File: config.mk
export PLATFORM = sky130hd
export DESIGN_NAME = mb_recon_engine_flat
export DESIGN_NICKNAME = d
export VERILOG_FILES = /design/src/rtl/mb_recon_engine_if.sv /design/src/rtl/mb_recon_engine.sv /design/src/flat_wrapper.sv
export SDC_FILE = /design/constraint.sdc
export NUM_CORES = 1
export LEC_CHECK = 0
export CORE_ASPECT_RATIO = 0.9
export CORE_MARGIN = 2
export CORE_UTILIZATION = 25
export DETAILED_ROUTE_END_ITERATION = 8
export SYNTH_ARGS = -nofsm -noshare
export SYNTH_HDL_FRONTEND = slang
export SYNTH_SLANG_ARGS = --single-unit
File: constraint.sdc
create_clock -name clock -period 2.9 [get_ports clock]
set_clock_uncertainty 0.15 [all_clocks]
set_input_delay 0.58 -clock clock [delete_from_list [all_inputs] [get_ports clock]]
set_output_delay 0.58 -clock clock [all_outputs]
set_load 0.05 [all_outputs]
File: src/rtl/mb_recon_engine_if.sv
// Bus bundle for the reconstruction engine: picture config, residual input,
// prediction RAM port and pixel/status outputs.
interface mb_recon_engine_if #(
    parameter int RES_W      = 9,
    parameter int PIX_W      = 8,
    parameter int MB_COL_W   = 6,
    parameter int MB_ROW_W   = 5,
    parameter int PRED_OFS_W = 10
);
    logic                  Start_I;
    logic [1:0]            Chroma_Format_I;
    logic [MB_COL_W-1:0]   Mb_Cols_I;
    logic [MB_ROW_W-1:0]   Mb_Rows_I;
    logic                  Intra_I;
    logic                  Residual_Valid_I;
    logic [RES_W-1:0]      Residual_Data_I;
    logic [PRED_OFS_W:0]   Pred_Addr_O;
    logic [PIX_W-1:0]      Pred_Data_I;
    logic [PIX_W-1:0]      Pix_Data_O;
    logic                  Pix_Valid_O;
    logic [MB_COL_W-1:0]   Mb_Col_O;
    logic [MB_ROW_W-1:0]   Mb_Row_O;
    logic                  Bank_Done_O;
    logic                  Pic_Done_O;
    logic                  Busy_O;
    logic                  Overrun_O;

    modport slave (
        input  Start_I, Chroma_Format_I, Mb_Cols_I, Mb_Rows_I, Intra_I,
               Residual_Valid_I, Residual_Data_I, Pred_Data_I,
        output Pred_Addr_O, Pix_Data_O, Pix_Valid_O, Mb_Col_O, Mb_Row_O,
               Bank_Done_O, Pic_Done_O, Busy_O, Overrun_O
    );

    modport master (
        output Start_I, Chroma_Format_I, Mb_Cols_I, Mb_Rows_I, Intra_I,
               Residual_Valid_I, Residual_Data_I, Pred_Data_I,
        input  Pred_Addr_O, Pix_Data_O, Pix_Valid_O, Mb_Col_O, Mb_Row_O,
               Bank_Done_O, Pic_Done_O, Busy_O, Overrun_O
    );
endinterface

File: src/rtl/mb_recon_engine.sv
// Reconstruction back-end: residual + prediction, clip to pixel range, with
// sample/block/macroblock tracking and ping-pong prediction addressing.
module mb_recon_engine #(
    parameter int RES_W      = 9,
    parameter int PIX_W      = 8,
    parameter int MB_COL_W   = 6,
    parameter int MB_ROW_W   = 5,
    parameter int PRED_OFS_W = 10
) (
    input  logic              clock,
    input  logic              resetn,
    mb_recon_engine_if.slave  bus
);
    typedef enum logic [1:0] {S_IDLE, S_RUN, S_FLUSH} state_t;

    localparam logic signed [RES_W:0] PIX_MAX = (RES_W+1)'((1 << PIX_W) - 1);

    state_t state_q, state_d;
    logic [3:0]          bpm_m1_q;
    logic [MB_COL_W-1:0] cols_m1_q, col_q, col_d;
    logic [MB_ROW_W-1:0] rows_m1_q, row_q, row_d;
    logic [5:0]          sample_q, sample_d;
    logic [3:0]          block_q, block_d;
    logic                bank_q, bank_d;
    logic                intra_q, intra_d;
    logic                flush_q, overrun_q;
    logic                s0_valid_q, s0_intra_q, s0_last_q;
    logic [RES_W-1:0]    s0_res_q;
    logic                pix_valid_q, pic_done_q, bank_done_q;
    logic [PIX_W-1:0]    pix_q;

    logic accept, last_sample, last_blk, last_mb, last_col, last_row, last_pic, intra_cur;
    logic [PIX_W-1:0]      pred_eff, clip_val;
    logic signed [RES_W:0] sum;

    // A sample arriving together with Start_I belongs to no picture and is dropped.
    assign accept      = bus.Residual_Valid_I && (state_q == S_RUN) && !bus.Start_I;
    assign last_sample = (sample_q == 6'd63);
    assign last_blk    = (block_q == bpm_m1_q);
    assign last_mb     = last_sample && last_blk;
    assign last_col    = (col_q == cols_m1_q);
    assign last_row    = (row_q == rows_m1_q);
    assign last_pic    = last_mb && last_col && last_row;
    assign intra_cur   = (sample_q == 6'd0 && block_q == 4'd0) ? bus.Intra_I : intra_q;

    always_comb begin
        state_d = state_q;
        case (state_q)
            S_IDLE:  state_d = S_IDLE;
            S_RUN:   if (accept && last_pic) state_d = S_FLUSH;
            S_FLUSH: if (flush_q) state_d = S_IDLE;
            default: state_d = S_IDLE;
        endcase
        if (bus.Start_I) state_d = S_RUN;
    end

    always_comb begin
        sample_d = sample_q;
        block_d  = block_q;
        col_d    = col_q;
        row_d    = row_q;
        bank_d   = bank_q;
        intra_d  = intra_q;
        if (accept) begin
            sample_d = sample_q + 6'd1;
            if (sample_q == 6'd0 && block_q == 4'd0) intra_d = bus.Intra_I;
            if (last_sample) begin
                block_d = last_blk ? 4'd0 : block_q + 4'd1;
                if (last_blk) begin
                    bank_d = ~bank_q;
                    col_d  = last_col ? '0 : col_q + MB_COL_W'(1);
                    if (last_col) row_d = last_row ? '0 : row_q + MB_ROW_W'(1);
                end
            end
        end
        if (bus.Start_I) begin
            sample_d = '0;
            block_d  = '0;
            col_d    = '0;
            row_d    = '0;
            bank_d   = 1'b0;
            intra_d  = 1'b0;
        end
    end

    // Sum is one bit wider than the residual so pred + positive residual cannot wrap.
    always_comb begin
        pred_eff = s0_intra_q ? '0 : bus.Pred_Data_I;
        sum = $signed({s0_res_q[RES_W-1], s0_res_q})
            + $signed({{(RES_W+1-PIX_W){1'b0}}, pred_eff});
        if (sum[RES_W])          clip_val = '0;
        else if (sum > PIX_MAX)  clip_val = '1;
        else                     clip_val = sum[PIX_W-1:0];
    end

    always_ff @(posedge clock or negedge resetn) begin
        if (!resetn) begin
            state_q     <= S_IDLE;
            bpm_m1_q    <= 4'd5;
            cols_m1_q   <= '0;
            rows_m1_q   <= '0;
            sample_q    <= '0;
            block_q     <= '0;
            col_q       <= '0;
            row_q       <= '0;
            bank_q      <= 1'b0;
            intra_q     <= 1'b0;
            flush_q     <= 1'b0;
            overrun_q   <= 1'b0;
            s0_valid_q  <= 1'b0;
            s0_intra_q  <= 1'b0;
            s0_last_q   <= 1'b0;
            s0_res_q    <= '0;
            pix_valid_q <= 1'b0;
            pic_done_q  <= 1'b0;
            bank_done_q <= 1'b0;
            pix_q       <= '0;
        end else begin
            state_q  <= state_d;
            sample_q <= sample_d;
            block_q  <= block_d;
            col_q    <= col_d;
            row_q    <= row_d;
            bank_q   <= bank_d;
            intra_q  <= intra_d;
            flush_q  <= (state_q == S_FLUSH) && !flush_q && !bus.Start_I;

            s0_res_q   <= bus.Residual_Data_I;
            s0_intra_q <= intra_cur;
            pix_q      <= clip_val;
            if (bus.Start_I) begin
                case (bus.Chroma_Format_I)
                    2'd2:    bpm_m1_q <= 4'd7;
                    2'd3:    bpm_m1_q <= 4'd11;
                    default: bpm_m1_q <= 4'd5;
                endcase
                cols_m1_q   <= (bus.Mb_Cols_I == '0) ? '0 : bus.Mb_Cols_I - MB_COL_W'(1);
                rows_m1_q   <= (bus.Mb_Rows_I == '0) ? '0 : bus.Mb_Rows_I - MB_ROW_W'(1);
                overrun_q   <= 1'b0;
                s0_valid_q  <= 1'b0;
                s0_last_q   <= 1'b0;
                pix_valid_q <= 1'b0;
                pic_done_q  <= 1'b0;
                bank_done_q <= 1'b0;
            end else begin
                if (bus.Residual_Valid_I && state_q != S_RUN) overrun_q <= 1'b1;
                s0_valid_q  <= accept;
                s0_last_q   <= accept && last_pic;
                pix_valid_q <= s0_valid_q;
                pic_done_q  <= s0_valid_q && s0_last_q;
                bank_done_q <= accept && last_mb;
            end
        end
    end

    assign bus.Pred_Addr_O = {bank_q, PRED_OFS_W'({block_q, sample_q})};
    assign bus.Pix_Data_O  = pix_q;
    assign bus.Pix_Valid_O = pix_valid_q;
    assign bus.Mb_Col_O    = col_q;
    assign bus.Mb_Row_O    = row_q;
    assign bus.Bank_Done_O = bank_done_q;
    assign bus.Pic_Done_O  = pic_done_q;
    assign bus.Busy_O      = (state_q != S_IDLE);
    assign bus.Overrun_O   = overrun_q;
endmodule

File: src/flat_wrapper.sv
// flat-port wrapper written by rule: the top's interface ports become plain ports
module mb_recon_engine_flat 
#(
    parameter int RES_W      = 9,
    parameter int PIX_W      = 8,
    parameter int MB_COL_W   = 6,
    parameter int MB_ROW_W   = 5,
    parameter int PRED_OFS_W = 10
)
  (clock, resetn, bus_Start_I, bus_Chroma_Format_I, bus_Mb_Cols_I, bus_Mb_Rows_I, bus_Intra_I, bus_Residual_Valid_I, bus_Residual_Data_I, bus_Pred_Data_I, bus_Pred_Addr_O, bus_Pix_Data_O, bus_Pix_Valid_O, bus_Mb_Col_O, bus_Mb_Row_O, bus_Bank_Done_O, bus_Pic_Done_O, bus_Busy_O, bus_Overrun_O);
  mb_recon_engine_if #(.RES_W(RES_W), .PIX_W(PIX_W), .MB_COL_W(MB_COL_W), .MB_ROW_W(MB_ROW_W), .PRED_OFS_W(PRED_OFS_W)) bus_i ();
  input  logic clock;
  input  logic resetn;
  input wire logic [$bits(bus_i.Start_I)-1:0] bus_Start_I;
  input wire logic [$bits(bus_i.Chroma_Format_I)-1:0] bus_Chroma_Format_I;
  input wire logic [$bits(bus_i.Mb_Cols_I)-1:0] bus_Mb_Cols_I;
  input wire logic [$bits(bus_i.Mb_Rows_I)-1:0] bus_Mb_Rows_I;
  input wire logic [$bits(bus_i.Intra_I)-1:0] bus_Intra_I;
  input wire logic [$bits(bus_i.Residual_Valid_I)-1:0] bus_Residual_Valid_I;
  input wire logic [$bits(bus_i.Residual_Data_I)-1:0] bus_Residual_Data_I;
  input wire logic [$bits(bus_i.Pred_Data_I)-1:0] bus_Pred_Data_I;
  output wire logic [$bits(bus_i.Pred_Addr_O)-1:0] bus_Pred_Addr_O;
  output wire logic [$bits(bus_i.Pix_Data_O)-1:0] bus_Pix_Data_O;
  output wire logic [$bits(bus_i.Pix_Valid_O)-1:0] bus_Pix_Valid_O;
  output wire logic [$bits(bus_i.Mb_Col_O)-1:0] bus_Mb_Col_O;
  output wire logic [$bits(bus_i.Mb_Row_O)-1:0] bus_Mb_Row_O;
  output wire logic [$bits(bus_i.Bank_Done_O)-1:0] bus_Bank_Done_O;
  output wire logic [$bits(bus_i.Pic_Done_O)-1:0] bus_Pic_Done_O;
  output wire logic [$bits(bus_i.Busy_O)-1:0] bus_Busy_O;
  output wire logic [$bits(bus_i.Overrun_O)-1:0] bus_Overrun_O;
  assign bus_i.Start_I = bus_Start_I;
  assign bus_i.Chroma_Format_I = bus_Chroma_Format_I;
  assign bus_i.Mb_Cols_I = bus_Mb_Cols_I;
  assign bus_i.Mb_Rows_I = bus_Mb_Rows_I;
  assign bus_i.Intra_I = bus_Intra_I;
  assign bus_i.Residual_Valid_I = bus_Residual_Valid_I;
  assign bus_i.Residual_Data_I = bus_Residual_Data_I;
  assign bus_i.Pred_Data_I = bus_Pred_Data_I;
  assign bus_Pred_Addr_O = bus_i.Pred_Addr_O;
  assign bus_Pix_Data_O = bus_i.Pix_Data_O;
  assign bus_Pix_Valid_O = bus_i.Pix_Valid_O;
  assign bus_Mb_Col_O = bus_i.Mb_Col_O;
  assign bus_Mb_Row_O = bus_i.Mb_Row_O;
  assign bus_Bank_Done_O = bus_i.Bank_Done_O;
  assign bus_Pic_Done_O = bus_i.Pic_Done_O;
  assign bus_Busy_O = bus_i.Busy_O;
  assign bus_Overrun_O = bus_i.Overrun_O;
  mb_recon_engine #(.RES_W(RES_W), .PIX_W(PIX_W), .MB_COL_W(MB_COL_W), .MB_ROW_W(MB_ROW_W), .PRED_OFS_W(PRED_OFS_W)) u_core (.clock(clock), .resetn(resetn), .bus(bus_i));
endmodule
* Word level (Yosys, flattened, before mapping)
Cells that the tools add are included.
** Word-level totals
- Bits in registers :: 65
- Logic and storage cells :: 109
- Output and inout port bits :: 35
- Input port bits :: 35
** Cells by class
- $add $sub $neg :: 7
- Eq/ne operators :: 11
- Magnitude comparators :: 1
- Muxes and demuxes :: 41
- Reductions and logical operators :: 28
- Bitwise operators :: 1
** Operators with widths (count)
- $mux W6 :: 8
- $mux W5 :: 7
- $mux W8 :: 3
- $mux W4 :: 4
- $mux W1 :: 14
- $add A6 B1 Y6 const B :: 2
- $logic_and A1 B1 Y1 :: 12
- $logic_not A6 Y1 :: 2
- $reduce_bool A2 Y1 :: 6
- $add A9 B9 Y10 :: 1
- $gt A10 B9 Y1 const B :: 1
- $pmux W4 S2 :: 1
- $eq A2 B2 Y1 const B :: 3
- $eq A6 B6 Y1 :: 1
- $eq A6 B6 Y1 const B :: 1
- $mux W2 :: 3
- $sub A6 B1 Y6 const B :: 1
- $add A5 B1 Y5 const B :: 1
- $eq A5 B5 Y1 :: 1
- $logic_not A5 Y1 :: 1
- $sub A5 B1 Y5 const B :: 1
- $add A4 B1 Y4 const B :: 1
- $eq A4 B4 Y1 :: 1
- $logic_not A4 Y1 :: 1
- other kinds (10) :: 12

* Longest topological paths before layout
Gate-level depths: netlist of the first run.
- Depth after elaboration :: 8
- Depth in mapped cells :: 9
- Mapped depth without buffers :: 9

* Worst setup path before layout of the first run
OpenSTA, ideal clock, no wires.
- Path kind :: in2reg
- From :: in bus_Pred_Data_I[0]
- To :: reg u_core.pix_q[2] (netlist: u_core.bus.Pix_Data_O[2])
- Required time :: 2.592 ns
- Setup slack :: 0.434 ns
- Buffers on the path :: 0
- Library setup time :: 0.158 ns
- Data arrival time :: 2.158 ns
- Stages :: 9
- Path through :: nor2b_1 -> ha_1 -> inv_1 -> fa_1 -> nand2b_1 -> a21oi_1 -> a31oi_1 -> o22ai_1 -> a21oi_1
** Between the ends
- Word-level cells in the longest chain between the ends :: 5
** RTL lines
- start: declaration :: line flat_wrapper.sv:21 : input wire logic [$bits(bus_i.Pred_Data_I)-1:0] bus_Pred_Data_I;
- $mux W8 * :: line mb_recon_engine.sv:88 : pred_eff = s0_intra_q ? '0 : bus.Pred_Data_I;
- $add A9 B9 Y10 * :: line mb_recon_engine.sv:90 : + $signed({{(RES_W+1-PIX_W){1'b0}}, pred_eff});
- $gt A10 B9 Y1 :: line mb_recon_engine.sv:92 : else if (sum > PIX_MAX) clip_val = '1;
- $mux W8 :: line mb_recon_engine.sv:92
- $mux W8 * :: line mb_recon_engine.sv:91 : if (sum[RES_W]) clip_val = '0;
- net u_core.clip_val[2] :: line mb_recon_engine.sv:33 : logic [PIX_W-1:0] pred_eff, clip_val;
- end signal: assignment :: line mb_recon_engine.sv:130 : pix_q <= clip_val;
- end: declaration :: line mb_recon_engine.sv:30 : logic [PIX_W-1:0] pix_q;
The timed path passes the listed nets; every way through them passes the cells marked *.
A chain may end at the register's enable or synchronous reset.

* Final worst setup path of the first run
- From :: in bus_Pred_Data_I[0]
- To :: reg u_core.pix_q[0] (netlist: u_core.bus.Pix_Data_O[0])
Same word-level chain as after synthesis.

==> results of run 1 <==
==> cell type report <==
type	count	area [um^2]
Fill cell	1335	8530
Multi-Input combinational cell	240	1660
Sequential cell	64	1600
Timing Repair Buffer	81	788
Clock buffer	10	239
Tap cell	168	210
Clock inverter	6	115
Inverter	18	67.6
==> cell families (layout without fill, tap and decap cells) <==
kind of cell             Yosys count  in the layout  share of synthesized area (%)
AND/OR/NAND/NOR                  117            117                           19.6
XOR/XNOR                          31             31                           8.10
multiplexers                       2              2                          0.672
adder cells (fa/ha/maj)           18             18                           6.94
flip-flops                        64             64                           47.8
AO/OA/AOI/OAI                     72             72                           14.0
buffers and inverters             25            115                           2.95
==> power by group through the flow <==
stage	clock, mW	combinational, mW	sequential, mW
after floorplan	0	0.198	1.09
after global placement	0	0.473	1.00
after detailed placement	0	0.479	1.00
after CTS	1.30	0.482	0.990
after global routing	1.34	0.525	0.996
final	1.27	0.482	0.989
==> critical path: cells and delay by family <==
kind                       cells  cell delay (ps)
buffers and inverters          2              510
adders and majority gates      2              560
and+or+nand+nor                4              590
AOI/OAI and AO/OA              2              510
==> registers in the layout, summed over array words and instances, names as in the netlist <==
signal	cells
u_core.bus.Mb_Row_O	5
u_core.rows_m1_q	5
u_core.state_q	2
u_core.bank_q	1
u_core.sample_q	6
u_core.bus.Pix_Data_O	8
u_core.bus.Pic_Done_O	1
u_core.bus.Bank_Done_O	1
u_core.intra_q	1
u_core.s0_intra_q	1
u_core.flush_q	1
u_core.bus.Overrun_O	1
u_core.cols_m1_q	6
u_core.bpm_m1_q	3
u_core.s0_valid_q	1
u_core.bus.Pix_Valid_O	1
u_core.s0_res_q	9
u_core.s0_last_q	1
u_core.block_q	4
u_core.bus.Mb_Col_O	6
==> repair_timing <==
item                       CTS  global route
setup endpoints to repair    0             6
hold buffers                 0             0
resized for setup            0             1
==> worst max path at each step <==
stage                                     to  slack (ps)                from  depth (start not counted)
global route        u_core.bus.Pix_Data_O[0]          70  bus_Pred_Data_I[0]                         10
finish              u_core.bus.Pix_Data_O[0]         210  bus_Pred_Data_I[0]                         10
floorplan           u_core.bus.Pix_Data_O[2]         430  bus_Pred_Data_I[0]                          9
global placement    u_core.bus.Pix_Data_O[7]        -160  bus_Pred_Data_I[0]                         10
CTS                 u_core.bus.Pix_Data_O[5]         150  bus_Pred_Data_I[0]                         10
detailed placement  u_core.bus.Pix_Data_O[5]        -190  bus_Pred_Data_I[0]                         10
==> routing by layer <==
metal  vias to the layer above  GRT usage [%]
met5                         -              0
met2                        60           18.1
met3                         8           3.94
met4                         0           3.44
li1                       1326              -
met1                      1309           14.7
==> layout by cell type (no fill, tap or decap), types with 2 or more instances in the layout <==
cell type / count
o2bb2ai_1: 10
nand3_1: 8
nor3_1: 8
o21bai_1: 2
or4_1: 2
or2_2: 3
or3_2: 2
mux2_2: 2
a21oi_1: 25
nor3b_1: 4
ha_1: 17
nand4_1: 3
a211oi_1: 2
nor2_1: 30
inv_1: 18
nor4_1: 2
buf_4: 11
a32o_1: 2
or3_1: 2
nor2b_1: 11
clkdlybuf4s50_1: 68
clkbuf_16: 9
dfrtp_1: 63
and2_1: 2
xnor2_1: 15
o21ai_0: 13
bufinv_16: 3
xor2_1: 16
nand3b_1: 2
a31oi_1: 3
nand2_1: 19
a2bb2oi_1: 2
and3_1: 5
nand2b_1: 4
==> metrics by stage <==
stage               setup TNS (ps)  cell area, um^2  power (mW)  hold WS, ps  worst slack (ps)
global route                     0             4680        2.86          158              67.2
detailed placement           -1220             4320        1.48          248              -189
global placement             -1020             4320        1.48          247              -160
finish                           0             4680        2.74          119               208
CTS                              0             4670        2.78          141               153
floorplan                        0             3350        1.29          134               434
==> metrics.txt, run 1 <==
antenna diode count=0; post-DP HPWL=~5800 um; vias post-DR=between 2k and 3k; Clock Latency Late Sink=330 ps; required time of the critical path=2940 ps; Synth cell types=58; Post-synth EDFFs=0; FF-to-FF Start=u_core.s0_intra_q; area grow syn2layout=39.6%; CTS Root Cell=clkbuf_16; r2r endpoint=u_core.bus.Pix_Data_O[2]; Synth Cell Area=about 0.0034 mm^2; first drt pass iteration count=4; Die Wd=~130 um; fin crit share=between 90% and 100%; clk slew on worst S/H paths=around 50 ps; Comb pwr share=between 10% and 20%; number of vias per cell=about 4.6; max-cap viol count=0; Synth area leaders=dfrtp_1 47%, ha_1 6.3%, xor2_1 4.2%; switching pwr=about 0.7 mW; prevailing post-synth register cell=dfrtp_1; crit path max fanout=5; f_max=about 0.37 GHz; post-DR wirelength/cell=13.4 um; post-synth top area share=between 40% and 50%; vias in the first global route=roughly 2.7k; status=finished clean; maximum vdd drop=about 0.26 mV; Layout Utilization=approximately 35%; Clock Power Share=46.4%; std cell rows=40; crit path DAT=approximately 2700 ps; initial DRC count=175; placed cells=about 570; critical path launch point type=input port; initial antenna violation count=0; CTS tree=yes; peak per-stage delay on the critical path=roughly 450 ps; num ports=70; final WL=between 7000 and 8000 um; post-route DRC violation count=0; slowest CP cell=clkdlybuf4s50_1; Finished Layout Cells=587; sequential share of the synthesized area=between 40% and 50%; post-CTS setup buffers=0; core area=~0.013 mm^2; RSZ-0062 raised after global routing=no; PD cells=between 500 and 600 mW/mm^2; sequential share of power=~36%; Max Used Layer=met4; post-synthesis cell count=329; worst reg-to-reg setup slack=approximately 350 ps; Routed met3 length=about 400 um; routed length on met2=3690 um; share of cells above drive strength 1=a little over a tenth; Total Routing Usage GR=between 10% and 20%; die area=~0.014 mm^2; RePlAce Congestion=a little over 0.8; Pint=2.02 mW; switching share of power=26.2%; fin crit period=2690 ps; asr flop ratio synth=100%; Slew headroom=58.0%; final hold vios=0; Port Buf Inserts=69; critical-path cell list=clkdlybuf4s50_1 > nor2b_1 > ha_1 > inv_1 > fa_1 > nand2b_1 > a21oi_1 > a211o_1 > nor3b_1 > nor3_1; H-Tree Depth=3; setup violators final=0; Avg Cell Area, Syn=~10 um^2; Synth Register Bits=64; hold crit path type=in -> async; Layout Nets=467; Initial Utilization=~25%; gr ovfl total=0; worst-case reg-to-reg path depth=8; clock tree buffer depth=2; CTS sink count=64; fin. max-slew vios=0; area leader, netlist=dfrtp_1; worst slew pin tran=approximately 630 ps; total CTS buffers=9; leak pwr=just over 2 nW; first-pass GRT wire length=~13000 um; met1 wire length=between 3000 and 4000 um; Detail Route Antenna Nets=0; Synth Warn #=0; largest net degree at the start of global routing=39; Die Height=roughly 110 um; commonest cells in the netlist=63 x dfrtp_1, 30 x nor2_1, 25 x a21oi_1; most numerous cell in the Yosys netlist=dfrtp_1; CP endpoint kind=flip-flop; post-synthesis net count=382; critical path class=in -> reg
No activity file was read; power rests on OpenSTA's default activity.
==> run 2, diff against run 1 <==
--- a/config.mk
+++ b/config.mk
@@ -5,6 +5,7 @@
 export SDC_FILE = /design/constraint.sdc
 export NUM_CORES = 1
 export LEC_CHECK = 0
+export ABC_CLOCK_PERIOD_IN_PS = 2900
 export CORE_ASPECT_RATIO = 0.9
 export CORE_MARGIN = 2
 export CORE_UTILIZATION = 25
==> results of run 2 <==
Same layout as run 1: the final DEF is identical, and so are final timing and power.
